[src/rtl/mult_div_pkg.sv]
// Shared definitions for the MULT/DIV sequencer.
//   mds_state_t : sequencer state encoding (also exported on the debug port)
//   OP_MULT/OP_DIV : encoding of the Op select input
//   MDS_ITER : number of shift-add / shift-subtract iterations per operation
package mult_div_pkg;

  typedef enum logic [2:0] {IDLE, PREP, RUN, FIX, DONE} mds_state_t;

  localparam logic OP_MULT = 1'b0;
  localparam logic OP_DIV  = 1'b1;

  localparam int MDS_ITER = 32;

endpackage

[src/rtl/mds_iter_step.sv]
// One iteration of the magnitude datapath, purely combinational.
//   op       : OP_MULT = shift-add multiply step, OP_DIV = restoring divide step
//   work     : working register; MULT {upper, lower=multiplier}, DIV {rem, quot}
//   operand  : |A| (multiplicand) for MULT, |B| (divisor) for DIV
//   work_nx  : working register after this iteration
module mds_iter_step
  import mult_div_pkg::*;
#(
  parameter int WIDTH = 32
) (
  input  logic               op,
  input  logic [2*WIDTH-1:0] work,
  input  logic [WIDTH-1:0]   operand,
  output logic [2*WIDTH-1:0] work_nx
);

  logic [WIDTH:0]     sum;
  logic [WIDTH:0]     trial;
  logic [2*WIDTH-1:0] shifted;

  always_comb begin
    // Carry out of the upper-half add is kept so the right shift does not lose it.
    sum     = {1'b0, work[2*WIDTH-1:WIDTH]} + {1'b0, operand};
    shifted = {work[2*WIDTH-2:0], 1'b0};
    // Divisor magnitude is at most 2^(WIDTH-1), so the shifted remainder always
    // fits in WIDTH bits and the extra trial bit is a pure sign bit.
    trial   = {1'b0, shifted[2*WIDTH-1:WIDTH]} - {1'b0, operand};
    work_nx = work;
    if (op == OP_MULT) begin
      if (work[0]) work_nx = {sum, work[WIDTH-1:1]};
      else         work_nx = {1'b0, work[2*WIDTH-1:1]};
    end else begin
      if (!trial[WIDTH]) work_nx = {trial[WIDTH-1:0], shifted[WIDTH-1:1], 1'b1};
      else               work_nx = shifted;
    end
  end

endmodule

[src/rtl/mult_div_seq.sv]
// Multicycle signed MULT/DIV sequencer owning the HI/LO registers.
//   Clk, Reset     : clock, asynchronous active-high reset
//   Start, Op      : request (sampled in IDLE only), 0 = MULT, 1 = DIV
//   OpA, OpB       : rs / rt operands, latched when Start is accepted
//   Busy           : high in PREP, RUN and FIX
//   Done, DivZero  : one-cycle completion pulse; DivZero flags a DIV by zero
//   Hi, Lo         : result registers (MULT high/low word, DIV remainder/quotient)
//   State          : current sequencer state, for observation
// Handshake: Start is a request accepted only while idle; the caller must then
// wait for the Done pulse. Requests while busy are dropped, never queued.
module mult_div_seq
  import mult_div_pkg::*;
#(
  parameter int WIDTH = 32
) (
  input  logic             Clk,
  input  logic             Reset,
  input  logic             Start,
  input  logic             Op,
  input  logic [WIDTH-1:0] OpA,
  input  logic [WIDTH-1:0] OpB,
  output logic             Busy,
  output logic             Done,
  output logic             DivZero,
  output logic [WIDTH-1:0] Hi,
  output logic [WIDTH-1:0] Lo,
  output mds_state_t       State
);

  localparam int CW = $clog2(MDS_ITER);

  mds_state_t state, state_nx;

  logic               op_q;
  logic [WIDTH-1:0]   a_q, b_q;
  logic               q_sign, r_sign, dz;
  logic [CW-1:0]      cnt;
  logic [2*WIDTH-1:0] work, work_nx;
  logic [WIDTH-1:0]   hi_q, lo_q;
  logic [WIDTH-1:0]   a_mag, b_mag, step_operand;
  logic [WIDTH-1:0]   quot, rem;

  assign a_mag        = a_q[WIDTH-1] ? (~a_q + 1'b1) : a_q;
  assign b_mag        = b_q[WIDTH-1] ? (~b_q + 1'b1) : b_q;
  assign step_operand = (op_q == OP_MULT) ? a_mag : b_mag;
  assign quot         = work[WIDTH-1:0];
  assign rem          = work[2*WIDTH-1:WIDTH];

  mds_iter_step #(.WIDTH(WIDTH)) u_step (
    .op      (op_q),
    .work    (work),
    .operand (step_operand),
    .work_nx (work_nx)
  );

  always_comb begin
    state_nx = state;
    case (state)
      IDLE: if (Start) state_nx = PREP;
      PREP: if ((op_q == OP_DIV) && (b_q == '0)) state_nx = DONE;
            else                                 state_nx = RUN;
      RUN:  if (cnt == '0) state_nx = FIX;
      FIX:  state_nx = DONE;
      DONE: state_nx = IDLE;
      default: state_nx = IDLE;
    endcase
  end

  always_comb begin
    Busy    = (state == PREP) || (state == RUN) || (state == FIX);
    Done    = (state == DONE);
    DivZero = (state == DONE) && dz;
  end

  always_ff @(posedge Clk or posedge Reset) begin
    if (Reset) begin
      state  <= IDLE;
      op_q   <= OP_MULT;
      a_q    <= '0;
      b_q    <= '0;
      q_sign <= 1'b0;
      r_sign <= 1'b0;
      dz     <= 1'b0;
      cnt    <= '0;
      work   <= '0;
      hi_q   <= '0;
      lo_q   <= '0;
    end else begin
      state <= state_nx;
      case (state)
        IDLE: if (Start) begin
          a_q  <= OpA;
          b_q  <= OpB;
          op_q <= Op;
        end
        PREP: begin
          q_sign <= a_q[WIDTH-1] ^ b_q[WIDTH-1];
          r_sign <= a_q[WIDTH-1];
          dz     <= (op_q == OP_DIV) && (b_q == '0);
          cnt    <= CW'(MDS_ITER - 1);
          // MULT shifts the multiplier out of the low half; DIV shifts the
          // dividend out of the low half while quotient bits shift in.
          work   <= (op_q == OP_MULT) ? {{WIDTH{1'b0}}, b_mag} : {{WIDTH{1'b0}}, a_mag};
        end
        RUN: begin
          work <= work_nx;
          if (cnt != '0) cnt <= cnt - 1'b1;
        end
        FIX: begin
          if (op_q == OP_MULT) begin
            {hi_q, lo_q} <= q_sign ? (~work + 1'b1) : work;
          end else begin
            lo_q <= q_sign ? (~quot + 1'b1) : quot;
            hi_q <= r_sign ? (~rem + 1'b1) : rem;
          end
        end
        default: ;
      endcase
    end
  end

  assign Hi    = hi_q;
  assign Lo    = lo_q;
  assign State = state;

endmodule

[config.mk]
export PLATFORM = sky130hd
export DESIGN_NAME = mult_div_seq
export DESIGN_NICKNAME = d
export VERILOG_FILES = /design/src/rtl/mult_div_pkg.sv /design/src/rtl/mds_iter_step.sv /design/src/rtl/mult_div_seq.sv
export SDC_FILE = /design/constraint.sdc
export NUM_CORES = 1
export LEC_CHECK = 0
export CAP_MARGIN = 20
export CORE_ASPECT_RATIO = 0.9
export CORE_MARGIN = 1
export CORE_UTILIZATION = 60
export CTS_CLUSTER_SIZE = 14
export DETAILED_ROUTE_END_ITERATION = 10
export PLACE_DENSITY_LB_ADDON = 0.3
export SLEW_MARGIN = 10
export SYNTH_ARGS = -nofsm -noshare
export SYNTH_HDL_FRONTEND = slang
export SYNTH_SLANG_ARGS = --single-unit
[constraint.sdc]
create_clock -name Clk -period 6.7 [get_ports Clk]
set_input_delay 0.67 -clock Clk [delete_from_list [all_inputs] [get_ports Clk]]
set_output_delay 0.67 -clock Clk [all_outputs]
set_load 0.03 [all_outputs]
== Yosys cells after proc, flatten, opt, wreduce, memory -nomap -nowiden ==
Cells that the tools add are included.

* Reductions and logical operators: 12
* Div/mod/pow operators: 0
* Multiply operators: 0
* Add/subtract/negate cells: 8
* Equality and inequality tests: 7
* Muxes and demuxes: 19
* Shift operators: 0
* Bitwise logic cells: 6
* Order comparisons: 0

{| class="wikitable"
|+ Operators with widths
! operator !! number
|-
| 32-bit two-way mux || 8
|-
| 64-bit two-way mux || 4
|-
| 32-bit by 1-bit adder with 32-bit output, second input constant || 4
|-
| 32-bit NOT || 4
|-
| 64-bit one-hot mux with 2 select lines || 1
|-
| 64-bit by 1-bit adder with 64-bit output, second input constant || 1
|-
| 64-bit NOT || 1
|-
| 32-bit by 32-bit adder with 33-bit output || 1
|-
| 32-bit by 32-bit subtractor with 33-bit output || 1
|-
| 32-bit logical NOT || 1
|-
| 3-bit one-hot mux with 4 select lines || 1
|-
| 5-bit one-hot mux with 2 select lines || 1
|-
| 3-bit two-way mux || 3
|-
| 3-bit by 2-bit equality test with 1-bit output, second input constant || 2
|-
| 2-bit AND reduction || 3
|-
| 5-bit logical NOT || 1
|-
| 5-bit two-way mux || 1
|-
| 5-bit nonzero test || 1
|-
| 5-bit by 1-bit subtractor with 5-bit output, second input constant || 1
|-
| 2-bit inequality test, second input constant || 2
|-
| 3-bit by 1-bit equality test with 1-bit output, second input constant || 1
|-
| 3-bit equality test, second input constant || 1
|-
| 3-bit logical NOT || 1
|-
| 1-bit logical AND || 2
|-
| other kinds (4) || 5
|}

* Output and inout bits: 70
* Memories: 0
* Bits in latches: 0
* ROM bits: 0
* Register bits: 204
* RAM bits: 0
* Input bits: 68

== Longest topological paths before layout ==
Gate-level depths: netlist of the first run.

* Depth after elaboration: 8
* Depth in mapped cells: 23
* Depth with buffers taken out: 20

== Hierarchy ==
Synthesis of the first run repeated with hierarchy kept, for this count alone.

* Cells, all modules: 1,807
* Area total of the unflattened synthesis: 15,959.1 um^2

{| class="wikitable"
|+ Modules (own cells, without submodules)
! module !! sequential area each (um^2) !! area each (um^2) !! times used !! cells each
|-
| mult_div_seq || 5,104.9 || 11,065.6 || 1 || 1,112
|-
| mds_iter_step || 0.0 || 4,893.4 || 1 || 695
|}

== Least setup slack after synthesis of the first run ==
Ideal clock, no wire load.

* Path kind: register -> register
* From: register b_q[11]
* To: register work[34]
* Cell stages (with the launch flop): 19
* Path buffers: 1
* Period minus slack after synthesis: 4.686 ns
* Data required time: 6.579 ns
* Setup slack: 2.014 ns
* Data arrival time: 4.565 ns
* Path through: dfrtp_1 > or4_4 > or4_4 > nor3b_4 > nand3_4 > or4b_1 > mux2i_2 > inv_2 > ha_1 > nand2_1 > o21ai_0 > nor2_1 > a21o_1 > a31oi_1 > clkbuf_1 > nor2_1 > a31oi_1 > a21oi_1 > a22o_1

* Longest elaborated chain between the ends: 8

{| class="wikitable"
|+ Ends and longest elaborated chain
! what !! RTL line !! source
|-
| start, declared || mult_div_seq.sv:35 || <nowiki>logic [WIDTH-1:0] a_q, b_q;</nowiki>
|-
| start signal, assigned || mult_div_seq.sv:93 || <nowiki>b_q <= OpB;</nowiki>
|-
| 32-bit NOT || mult_div_seq.sv:44 || <nowiki>assign b_mag = b_q[WIDTH-1] ? (~b_q + 1'b1) : b_q;</nowiki>
|-
| 32-bit by 1-bit adder with 32-bit output || mult_div_seq.sv:44 ||
|-
| 32-bit two-way mux (*) || mult_div_seq.sv:44 ||
|-
| 32-bit two-way mux (*) || mult_div_seq.sv:45 || <nowiki>assign step_operand = (op_q == OP_MULT) ? a_mag : b_mag;</nowiki>
|-
| 32-bit by 32-bit subtractor with 33-bit output (*) || mds_iter_step.sv:27 || <nowiki>trial = {1'b0, shifted[2*WIDTH-1:WIDTH]} - {1'b0, operand};</nowiki>
|-
| 64-bit two-way mux (*) || mds_iter_step.sv:33 || <nowiki>if (!trial[WIDTH]) work_nx = {trial[WIDTH-1:0], shifted[WIDTH-1:1], 1'b1};</nowiki>
|-
| 64-bit two-way mux (*) || mds_iter_step.sv:29 || <nowiki>if (op == OP_MULT) begin</nowiki>
|-
| 64-bit one-hot mux with 2 select lines (*) || mult_div_seq.sv:90 || <nowiki>case (state)</nowiki>
|-
| end signal, assigned || mult_div_seq.sv:103 || <nowiki>work <= (op_q == OP_MULT) ? {{WIDTH{1'b0}}, b_mag} : {{WIDTH{1'b0}}, a_mag};</nowiki>
|-
| end signal, assigned || mult_div_seq.sv:106 || <nowiki>work <= work_nx;</nowiki>
|-
| end, declared || mult_div_seq.sv:38 || <nowiki>logic [2*WIDTH-1:0] work, work_nx;</nowiki>
|}

Mark *: on every way between the ends. The rest lies on a longest branch, timed or not.
A chain may end at the register's enable or synchronous reset.

== Worst setup path in the final report of the first run ==
* From: register b_q[11]
* To: register work[43]

* Longest elaborated chain between the ends: 8

{| class="wikitable"
|+ Ends and longest elaborated chain
! what !! RTL line
|-
| 32-bit NOT || mult_div_seq.sv:44
|-
| 32-bit by 1-bit adder with 32-bit output || mult_div_seq.sv:44
|-
| 32-bit two-way mux (*) || mult_div_seq.sv:44
|-
| 32-bit two-way mux (*) || mult_div_seq.sv:45
|-
| 32-bit by 32-bit adder with 33-bit output / 32-bit by 32-bit subtractor with 33-bit output (equally long branches) || mds_iter_step.sv:23, mds_iter_step.sv:27
|-
| 64-bit two-way mux (on tied branches) || mds_iter_step.sv:30, mds_iter_step.sv:33
|-
| 64-bit two-way mux (*) || mds_iter_step.sv:29
|-
| 64-bit one-hot mux with 2 select lines (*) || mult_div_seq.sv:90
|}

Marks and branches as above.

==> results of run 1 <==
state kept, by name, summed over array words and instances, names as in the netlist:
name and flops:
b_q 32, a_q 32, r_sign 1, q_sign 1, dz 1, State 3
Lo 32, cnt 5, work 64, op_q 1, Hi 32
cell families (layout without fill, tap and decap cells):
group,Yosys count,in the layout,share of synthesized area
buffers and inverters,180,258,0.04313
and+or+nand+nor,545,545,0.1586
adders and majority gates,78,78,0.06268
DFF,204,204,0.3229
AOI/OAI and AO/OA,554,554,0.2245
muxes,132,132,0.08904
xor gates and xnor gates,179,179,0.09917
final cells by class:
type | instances | area, um^2 | area share
Multi-Input combinational cell | 1488 | 10050 | 0.5541
Inverter | 62 | 240.2 | 0.01324
Tap cell | 342 | 427.9 | 0.02359
Timing Repair Buffer | 156 | 1554 | 0.08567
Sequential cell | 204 | 5109 | 0.2816
Clock inverter | 9 | 91.34 | 0.005035
Clock buffer | 31 | 665.6 | 0.03669
per-stage QoR:
| step | hold slack [ns] | cells | area, um^2 | utilization | setup slack, ns |
|---|---|---|---|---|---|
| final | 0.4756 | 2292 | 18140 | 0.7105 | 1.079 |
| after global routing | 0.4967 | 2292 | 18140 | 0.7105 | 0.6466 |
| after CTS | 0.4824 | 2289 | 18080 | 0.7081 | 1.139 |
| after detailed placement | 0.4691 | 2249 | 17320 | 0.6784 | 1.166 |
| after global placement | 0.4598 | 2249 | 17320 | 0.6784 | 1.318 |
| after floorplan | 0.4686 | 1872 | 15810 | - | 0.4626 |
layer usage:
layer  global-route usage  vias to the layer above
met5                    0                        -
met4               0.1374                        0
met2               0.5196                      764
met3              0.07724                       96
li1                     -                     6864
met1               0.5071                     7055
synth_stat cells (all sizes together), types with 13 or more instances:
cell type	instances	area (um^2)
dfrtp	204	5105
a31oi	15	93.84
o31ai	34	265.3
clkbuf	106	397.9
ha	76	950.9
a22o	13	113.9
o41ai	15	146.4
xor2	112	980.9
mux2i	66	664.4
o21a	17	127.6
nor4	15	108.9
a21o	23	172.7
nor3	31	160.1
o221ai	18	157.7
mux2	66	743.2
inv	62	232.7
a211oi	20	150.1
nand2b	18	112.6
a21oi	127	635.6
nor2	120	450.4
or3	16	100.1
a221o	20	200.2
nand2	257	964.7
nand4	16	100.1
nand3	24	137.6
xnor2	67	586.8
o21ai	190	958.4
worst min-delay path: cells and delay by family (launching register included):
family          cells  cell delay, ns
compound gates      1            0.06
flops               1            0.34
simple gates        1            0.04
worst max-delay path by stage:
stage | slack [ns] | cells after the start | end | from
2_1_floorplan | 0.46 | 1 | Hi[0] | Reset
3_3_place_gp | 1.32 | 18 | work[42] | b_q[11]
3_5_place_dp | 1.17 | 19 | work[43] | b_q[11]
4_1_cts | 1.14 | 19 | work[43] | b_q[11]
5_1_grt | 0.65 | 19 | work[46] | b_q[11]
6_report | 1.08 | 19 | work[43] | b_q[11]
==> reports/results.ini, run 1 <==
[status]
outcome=completed

[grt]
grt_max_degree=144
grt-ovfl-total=0
grt_pass1_wl_um=75420
grtUsageTotal=0.3536
grt_pass1_vias=13640
antenna_found_initial=0

[critical_path]
ff2ff_path_depth=19
crit_family=compound AO/OA/AOI/OAI gates
crit_path_max_fanout=22
crit_path_max_incr_delay_ns=0.61
critPathRequiredTime_ns=7.12
regToRegEndpoint=work[43]
rrSetupSlack_ns=1.08
cp_num_buf_inv=2
path_class=flop to flop
setup.worst_path.start_class=flop
cp.arrival_ns=6.04
crit_path_end_kind=flop
crit_path_cell_trace=or4_4 > or4_4 > nor3b_4 > nand3_1 > o31ai_1 > xor2_1 > a21oi_1 > inv_1 > ha_1 > a21oi_1 > o21ai_0 > nor2_1 > a21o_1 > a31oi_2 > buf_4 > nand2_1 > o211ai_1 > o21ai_0 > a22o_1
slowest_stage=a31oi_2
r2r-start=b_q[11]

[routing]
top_layer_used=met4
wl_met3_um=5140
routedWlPerCell_um=21.01
wl_um=48150
route.layer.met1.wl_um=20930
post-route-drc-count=0
dr.pass1.iters=6
drt_iter0_markers=1643
via_per_inst=6.448
ant_nets=0
wl_met2_um=20240
vias=14779

[clocking]
holdBufCountCts=0
clk_latency_ns=0.54
cts_resized=0
root_buffer=clkbuf_16
tritoncts=built
cts_buffers=23
clockBufferDepth=3
clk_pin_slew_ns=0.06
cts_num_sinks=204
ctsHtreeMaxLevel=1
cts_setup_buffers=0

[die]
core_area_um2=25530
dieArea_um2=27000
num_io_pins=138
die_w_um=173.1
rows=55
fp.dieH_um=156.0
initial_core_util=0.6192

[timing]
fmax_mhz=177.9
final_hold_viol_count=0
finalMaxSlewViolations=0
setup_tns_ns=0
maxSlewHeadroom=0.3365
tightest_slew_ns=0.9918
rsz0062_at_grt=false
setup_viol_count_final=0
min_period_over_period=0.8390
clock_skew_ns=0.01386
fin_crit_ns=5.621

[hold_path]
holdPathEnd=Hi[15]
min_path_type=flop to flop
hold_depth=2
hp-start=Hi[15]

[placement]
dpl.hpwl_um=35860
place_congestion=1.044
io_buffers=137

[cells_and_area]
layout_common_cells=nand2_1, dfrtp_1, o21ai_0
diodes=0
final_nets=2081
drive_gt1_frac=0.07846
final_common_cell=nand2_1
fillers=1951
area_delta_synth_final_pct=14.74

[yosys]
ys_seq_area_frac=0.3229
ys_seq_elements=204
synthDistinctLibCells=73
synthCells=1872
synth_edf_count=0
syn_area_per_cell_um2=8.445
yosys_warnings=0
async_flop_share=1.000
netlist_area_um2=15810
synth-main-ff-cell=dfrtp_1
synthesis.nets=2018

[run]
max_cap_violations=0

Power of run 1 is not shown: default switching activity piles up to over one toggle a cycle in this logic, so the estimate is an artifact.
==> run 2: changes to the inputs <==
- CORE_UTILIZATION: 60 -> 54
- clock period: 6.7 -> 4.8 ns (I/O delays scaled with it)
==> reports/results.ini, run 2 (same netlist as run 1, synthesis figures left out) <==
[hold_path]
hp-start=Lo[30]  ; was Hi[15]
holdPathEnd=Lo[30]  ; was Hi[15]
hold_depth=2  ; unchanged
min_path_type=flop to flop  ; unchanged

[grt]
antenna_found_initial=1  ; was 0
grt_busiest_layer=met2  ; unchanged
met3_usage=0.06364  ; was 0.07724
use_met2=0.5052  ; was 0.5196
grt-ovfl-total=0  ; unchanged
grt_util_met1=0.5013  ; was 0.5071
grt_max_degree=134  ; was 144
grtUsageTotal=0.3407  ; was 0.3536
grt_pass1_wl_um=79720  ; was 75420 um
grt_pass1_vias=14264  ; was 13640

[die]
rows=59  ; was 55
fp.dieH_um=164.3  ; was 156.0 um
dieArea_um2=29960  ; was 27000 um^2
die_w_um=182.4  ; was 173.1 um
core_area_um2=28860  ; was 25530 um^2
num_io_pins=138  ; unchanged
initial_core_util=0.5477  ; was 0.6192

[timing]
min_period_over_period=0.9843  ; was 0.8390
tightest_slew_ns=0.9083  ; was 0.9918 ns
setup_ws_ns=0.07516  ; was 1.079 ns
setup_viol_count_final=0  ; unchanged
setup_tns_ns=0  ; unchanged
clock_skew_ns=0.01578  ; was 0.01386 ns
finalMaxSlewViolations=0  ; unchanged
maxSlewHeadroom=0.3938  ; was 0.3365
rsz0062_at_grt=true  ; was false
final_hold_viol_count=0  ; unchanged
fin_crit_ns=4.725  ; was 5.621 ns
fmax_mhz=211.6  ; was 177.9 MHz

[critical_path]
crit_path_cell_trace=or4_4 > or4_4 > nor3b_4 > nand2_1 > nand2_1 > xor2_1 > nand2_1 > o21a_1 > buf_4 > inv_1 > ha_1 > and3_1 > and2_4 > o211a_1 > o31ai_2 > buf_4 > a31oi_4 > buf_6 > nor2_2 > a221oi_2 > a32o_1  ; was or4_4 > or4_4 > nor3b_4 > nand3_1 > o31ai_1 > xor2_1 > a21oi_1 > inv_1 > ha_1 > a21oi_1 > o21ai_0 > nor2_1 > a21o_1 > a31oi_2 > buf_4 > nand2_1 > o211ai_1 > o21ai_0 > a22o_1
crit_path_end_kind=flop  ; unchanged
rrSetupSlack_ns=0.08  ; was 1.08 ns
r2r-start=b_q[11]  ; unchanged
crit_family=simple AND/OR/NAND/NOR gates  ; was compound AO/OA/AOI/OAI gates
path_class=flop to flop  ; unchanged
slowest_stage=or4_4  ; was a31oi_2
crit_path_max_fanout=5  ; was 22
crit_path_max_incr_delay_ns=0.53  ; was 0.61 ns
regToRegEndpoint=work[60]  ; was work[43]
ff2ff_path_depth=21  ; was 19
crit_top_cell=nand2_1
cp_num_buf_inv=4  ; was 2
setup.worst_path.start_class=flop  ; unchanged
critPathRequiredTime_ns=5.27  ; was 7.12 ns
cp.arrival_ns=5.20  ; was 6.04 ns

[routing]
post-route-drc-count=0  ; unchanged
dr.pass1.iters=8  ; was 6
ant_nets=0  ; unchanged
vias=15310  ; was 14779
drt_iter0_markers=1600  ; was 1643
wl_um=52260  ; was 48150 um
via_per_inst=6.109  ; was 6.448
routedWlPerCell_um=20.85  ; was 21.01 um

[clocking]
cts_buffers=23  ; unchanged
tritoncts=built  ; unchanged
clockBufferDepth=3  ; unchanged
clk_pin_slew_ns=0.07  ; was 0.06 ns
holdBufCountCts=0  ; unchanged
clk_latency_ns=0.53  ; was 0.54 ns
cts_num_sinks=204  ; unchanged
root_buffer=clkbuf_16  ; unchanged
ctsHtreeMaxLevel=1  ; unchanged

[placement]
io_buffers=137  ; unchanged
dp_worst_setup_slack_ns=-0.1682  ; was 1.166 ns
postPlaceCellArea_um2=18480  ; was 17320 um^2
place_congestion=1.009  ; was 1.044
dpl.hpwl_um=39440  ; was 35860 um

[cells_and_area]
final_common_cell=nand2_1  ; unchanged
drive_gt1_frac=0.1754  ; was 0.07846
largest_reg_flops=64  ; unchanged
layout_common_cells=nand2_1, dfrtp_1, o21ai_0  ; unchanged
fin_area_um2=19850  ; was 18140 um^2
regMostFlops=work  ; unchanged
diodes=0  ; unchanged
area_delta_synth_final_pct=25.57  ; was 14.74%
final_nets=2239  ; was 2081

[run]
max_cap_violations=0  ; unchanged

[status]
outcome=completed  ; unchanged

## run 2: cell types whose count changed in the layout (fill, tap and decap cells not counted), moves of 6 or more
cell | previous run | this run
a21oi_1 | 127 | 118
a21oi_2 | 0 | 9
buf_4 | 16 | 165
clkbuf_1 | 2 | 8
ha_1 | 76 | 67
o21ai_0 | 182 | 167
o21ai_1 | 6 | 19
o31ai_1 | 32 | 25
o31ai_2 | 2 | 8
## run 2: worst max-delay path by stage
stage               startpoint  endpoint  slack, ns  cells past startpoint
finish                 b_q[11]  work[60]       0.08                     21
global route           b_q[11]  work[53]      -0.06                     23
CTS                    b_q[11]  work[53]     0.0006                     20
detailed placement     b_q[11]  work[60]      -0.17                     19
global placement       b_q[11]  work[60]      -0.20                     19
floorplan              b_q[11]  work[34]       0.11                     18
## run 2: per-stage QoR
| step | utilization | hold WS [ns] | instances |
|---|---|---|---|
| 5_1_grt | 0.6878 | 0.5039 | 2506 |
| 3_3_place_gp | 0.6396 | 0.4597 | 2442 |
| 3_5_place_dp | 0.6403 | 0.4694 | 2443 |
| 6_report | 0.6878 | 0.4759 | 2506 |
| 4_1_cts | 0.6703 | 0.4825 | 2490 |
| 2_1_floorplan | - | 0.4686 | 1872 |
## run 2: layout make-up
| cell class | count | area (um^2) |
|---|---|---|
| tap | 396 | 495.5 |
| fill | 2322 | 9012 |
| inverter | 62 | 239.0 |
| multi-input combinational | 1488 | 10440 |
| clock inverter | 7 | 107.6 |
| timing repair buffer | 314 | 2801 |
| clock buffer | 35 | 660.6 |
| sequential | 204 | 5109 |
## run 2: per-layer routing
layer  vias up  part of all wire
met5         -           0.00025
met4         2             0.030
met3        87             0.095
met2       670              0.43
met1      7381              0.45
li1       7170                 -
## run 2: timing repair
| item | in CTS | in global routing |
|---|---|---|
| gates cloned | 0 | 2 |
| pin swaps | 0 | 26 |
| endpoints found under the setup margin | 13 | 32 |
| setup buffers | 5 | 12 |
| gates resized for setup | 12 | 92 |
## run 2: tightest hold or removal path: cells and delay by family (launching register included)
kind            cells  cell delay (ns)
simple gates        1             0.05
flops               1             0.33
compound gates      1             0.06
Power of run 2 is left out for the same reason.
==> run 3: changes to the inputs <==
- CORE_UTILIZATION: 54 -> 60
- CTS_CLUSTER_SIZE: 14 -> 25
- clock period: 4.8 -> 5.1 ns (I/O delays scaled with it)
==> reports/results.ini, run 3 (same netlist as run 1, synthesis figures left out) <==
[status]
outcome=completed  ; unchanged

[cells_and_area]
final_nets=2126  ; was 2239
area_delta_synth_final_pct=17.59  ; was 25.57%
largest_reg_flops=64  ; unchanged
final_common_cell=nand2_1  ; unchanged
diodes=0  ; unchanged
layout_common_cells=nand2_1, dfrtp_1, o21ai_0  ; unchanged
drive_gt1_frac=0.1062  ; was 0.1754
final_cells=2338  ; was 2506
regMostFlops=work  ; unchanged

[routing]
vias=15097  ; was 15310
wl_met3_um=5537  ; was 4980 um
dr.pass1.iters=5  ; was 8
ant_nets=0  ; unchanged
top_layer_used=met5  ; unchanged
drt_iter0_markers=1812  ; was 1600
wl_met2_um=20730  ; was 22270 um
route.layer.met1.wl_um=21120  ; was 23420 um
via_per_inst=6.457  ; was 6.109
post-route-drc-count=0  ; unchanged
routedWlPerCell_um=21.12  ; was 20.85 um
wl_um=49380  ; was 52260 um

[run]
max_cap_violations=0  ; unchanged

[timing]
fin_crit_ns=4.898  ; was 4.725 ns
maxSlewHeadroom=0.3344  ; was 0.3938
fmax_mhz=204.2  ; was 211.6 MHz
finalMaxSlewViolations=0  ; unchanged
final_hold_viol_count=0  ; unchanged
setup_viol_count_final=0  ; unchanged
tightest_slew_ns=0.9949  ; was 0.9083 ns
min_period_over_period=0.9604  ; was 0.9843
setup_ws_ns=0.2021  ; was 0.07516 ns
rsz0062_at_grt=true  ; unchanged
clock_skew_ns=0.01216  ; was 0.01578 ns

[grt]
grt_pass1_wl_um=77290  ; was 79720 um
grt_max_degree=129  ; was 134
grt-ovfl-total=0  ; unchanged
grtUsageTotal=0.3619  ; was 0.3407
antenna_found_initial=1  ; unchanged
grt_pass1_vias=14026  ; was 14264

[die]
core_area_um2=25530  ; was 28860 um^2
die_w_um=173.1  ; was 182.4 um
dieArea_um2=27000  ; was 29960 um^2
rows=55  ; was 59
num_io_pins=138  ; unchanged
fp.dieH_um=156.0  ; was 164.3 um
initial_core_util=0.6192  ; was 0.5477

[placement]
dp_cells=2294  ; was 2443
dp_worst_setup_slack_ns=0.007439  ; was -0.1682 ns
io_buffers=137  ; unchanged
dpl.hpwl_um=37020  ; was 39440 um
place_congestion=1.032  ; was 1.009

[critical_path]
crit_path_max_fanout=7  ; was 5
cp.arrival_ns=5.35  ; was 5.20 ns
path_class=flop to flop  ; unchanged
setup.worst_path.start_class=flop  ; unchanged
critPathRequiredTime_ns=5.55  ; was 5.27 ns
crit_path_end_kind=flop  ; unchanged

[clocking]
tritoncts=built  ; unchanged
clk_pin_slew_ns=0.06  ; was 0.07 ns
cts_setup_buffers=0  ; was 5
root_buffer=clkbuf_16  ; unchanged
clockBufferDepth=3  ; unchanged
clk_latency_ns=0.53  ; about the same
holdBufCountCts=0  ; unchanged
cts_buffers=24  ; was 23
cts_num_sinks=204  ; unchanged
ctsHtreeMaxLevel=1  ; unchanged

[hold_path]
min_path_type=input port to async pin  ; was flop to flop

==> run 3: routing by layer <==
metal | up-vias | GRT usage
met2 | 859 | 0.5313
li1 | 6951 | -
met5 | - | 0
met4 | 2 | 0.1433
met1 | 7165 | 0.5229
met3 | 120 | 0.07188
==> run 3: path summary, 6_finish.rpt <==
path                            startpoint       end  slack [ns]  cells past startpoint
max in group asynchronous            Reset  work[53]        3.65                      3
worst max-delay path               b_q[11]  work[62]        0.20                     19
worst min-delay path                 Reset    Lo[11]        0.48                      2
worst min register to register       Hi[9]     Hi[9]        0.48                      2
min in group Clk                     Hi[9]     Hi[9]        0.48                      2
worst max register to register     b_q[11]  work[62]        0.20                     19
==> run 3: repair_timing <==
| item | 4_1_cts | 5_1_grt |
|---|---|---|
| gates resized for setup | 1 | 24 |
| setup endpoints to repair | 1 | 32 |
| pin swaps | 0 | 1 |
| gates cloned | 0 | 0 |
==> run 3: per-stage QoR <==
step                setup TNS (ns)  utilization  cell area [um^2]  hold WS [ns]
floorplan                        0            -             15810        0.4686
global placement                 0       0.6930             17690        0.4602
detailed placement               0       0.6930             17690        0.4694
CTS                              0       0.7239             18480        0.4824
global route               -0.1518       0.7282             18590        0.4888
finish                           0       0.7282             18590        0.4774
==> run 3: area by class of cell <==
class                   instances  area (um^2)
fillers                      1967         6940
repair buffers                200         1902
flip-flops and latches        204         5109
inverters                      62        236.5
clock inverters                 8        101.3
well taps                     342        427.9
clock buffers                  34        688.2
multi-input cells            1488        10130
==> run 3: worst max-delay path, cell delays in order (launching register included) <==
cell and delay, ns:
dfrtp_1 0.37, or4_4 0.55, or4_4 0.45, nor3b_4 0.24, buf_4 0.16, nand3_1 0.22, o21ai_0 0.28, xor2_1 0.27
a21o_1 0.21, inv_1 0.06, ha_1 0.36, nand2_1 0.12, o21ai_0 0.13, o21ai_0 0.22, a21oi_1 0.09, a211oi_1 0.37
o41ai_2 0.18, xor2_1 0.19, o221ai_1 0.14, a21boi_0 0.21
Power of run 3 is left out for the same reason.
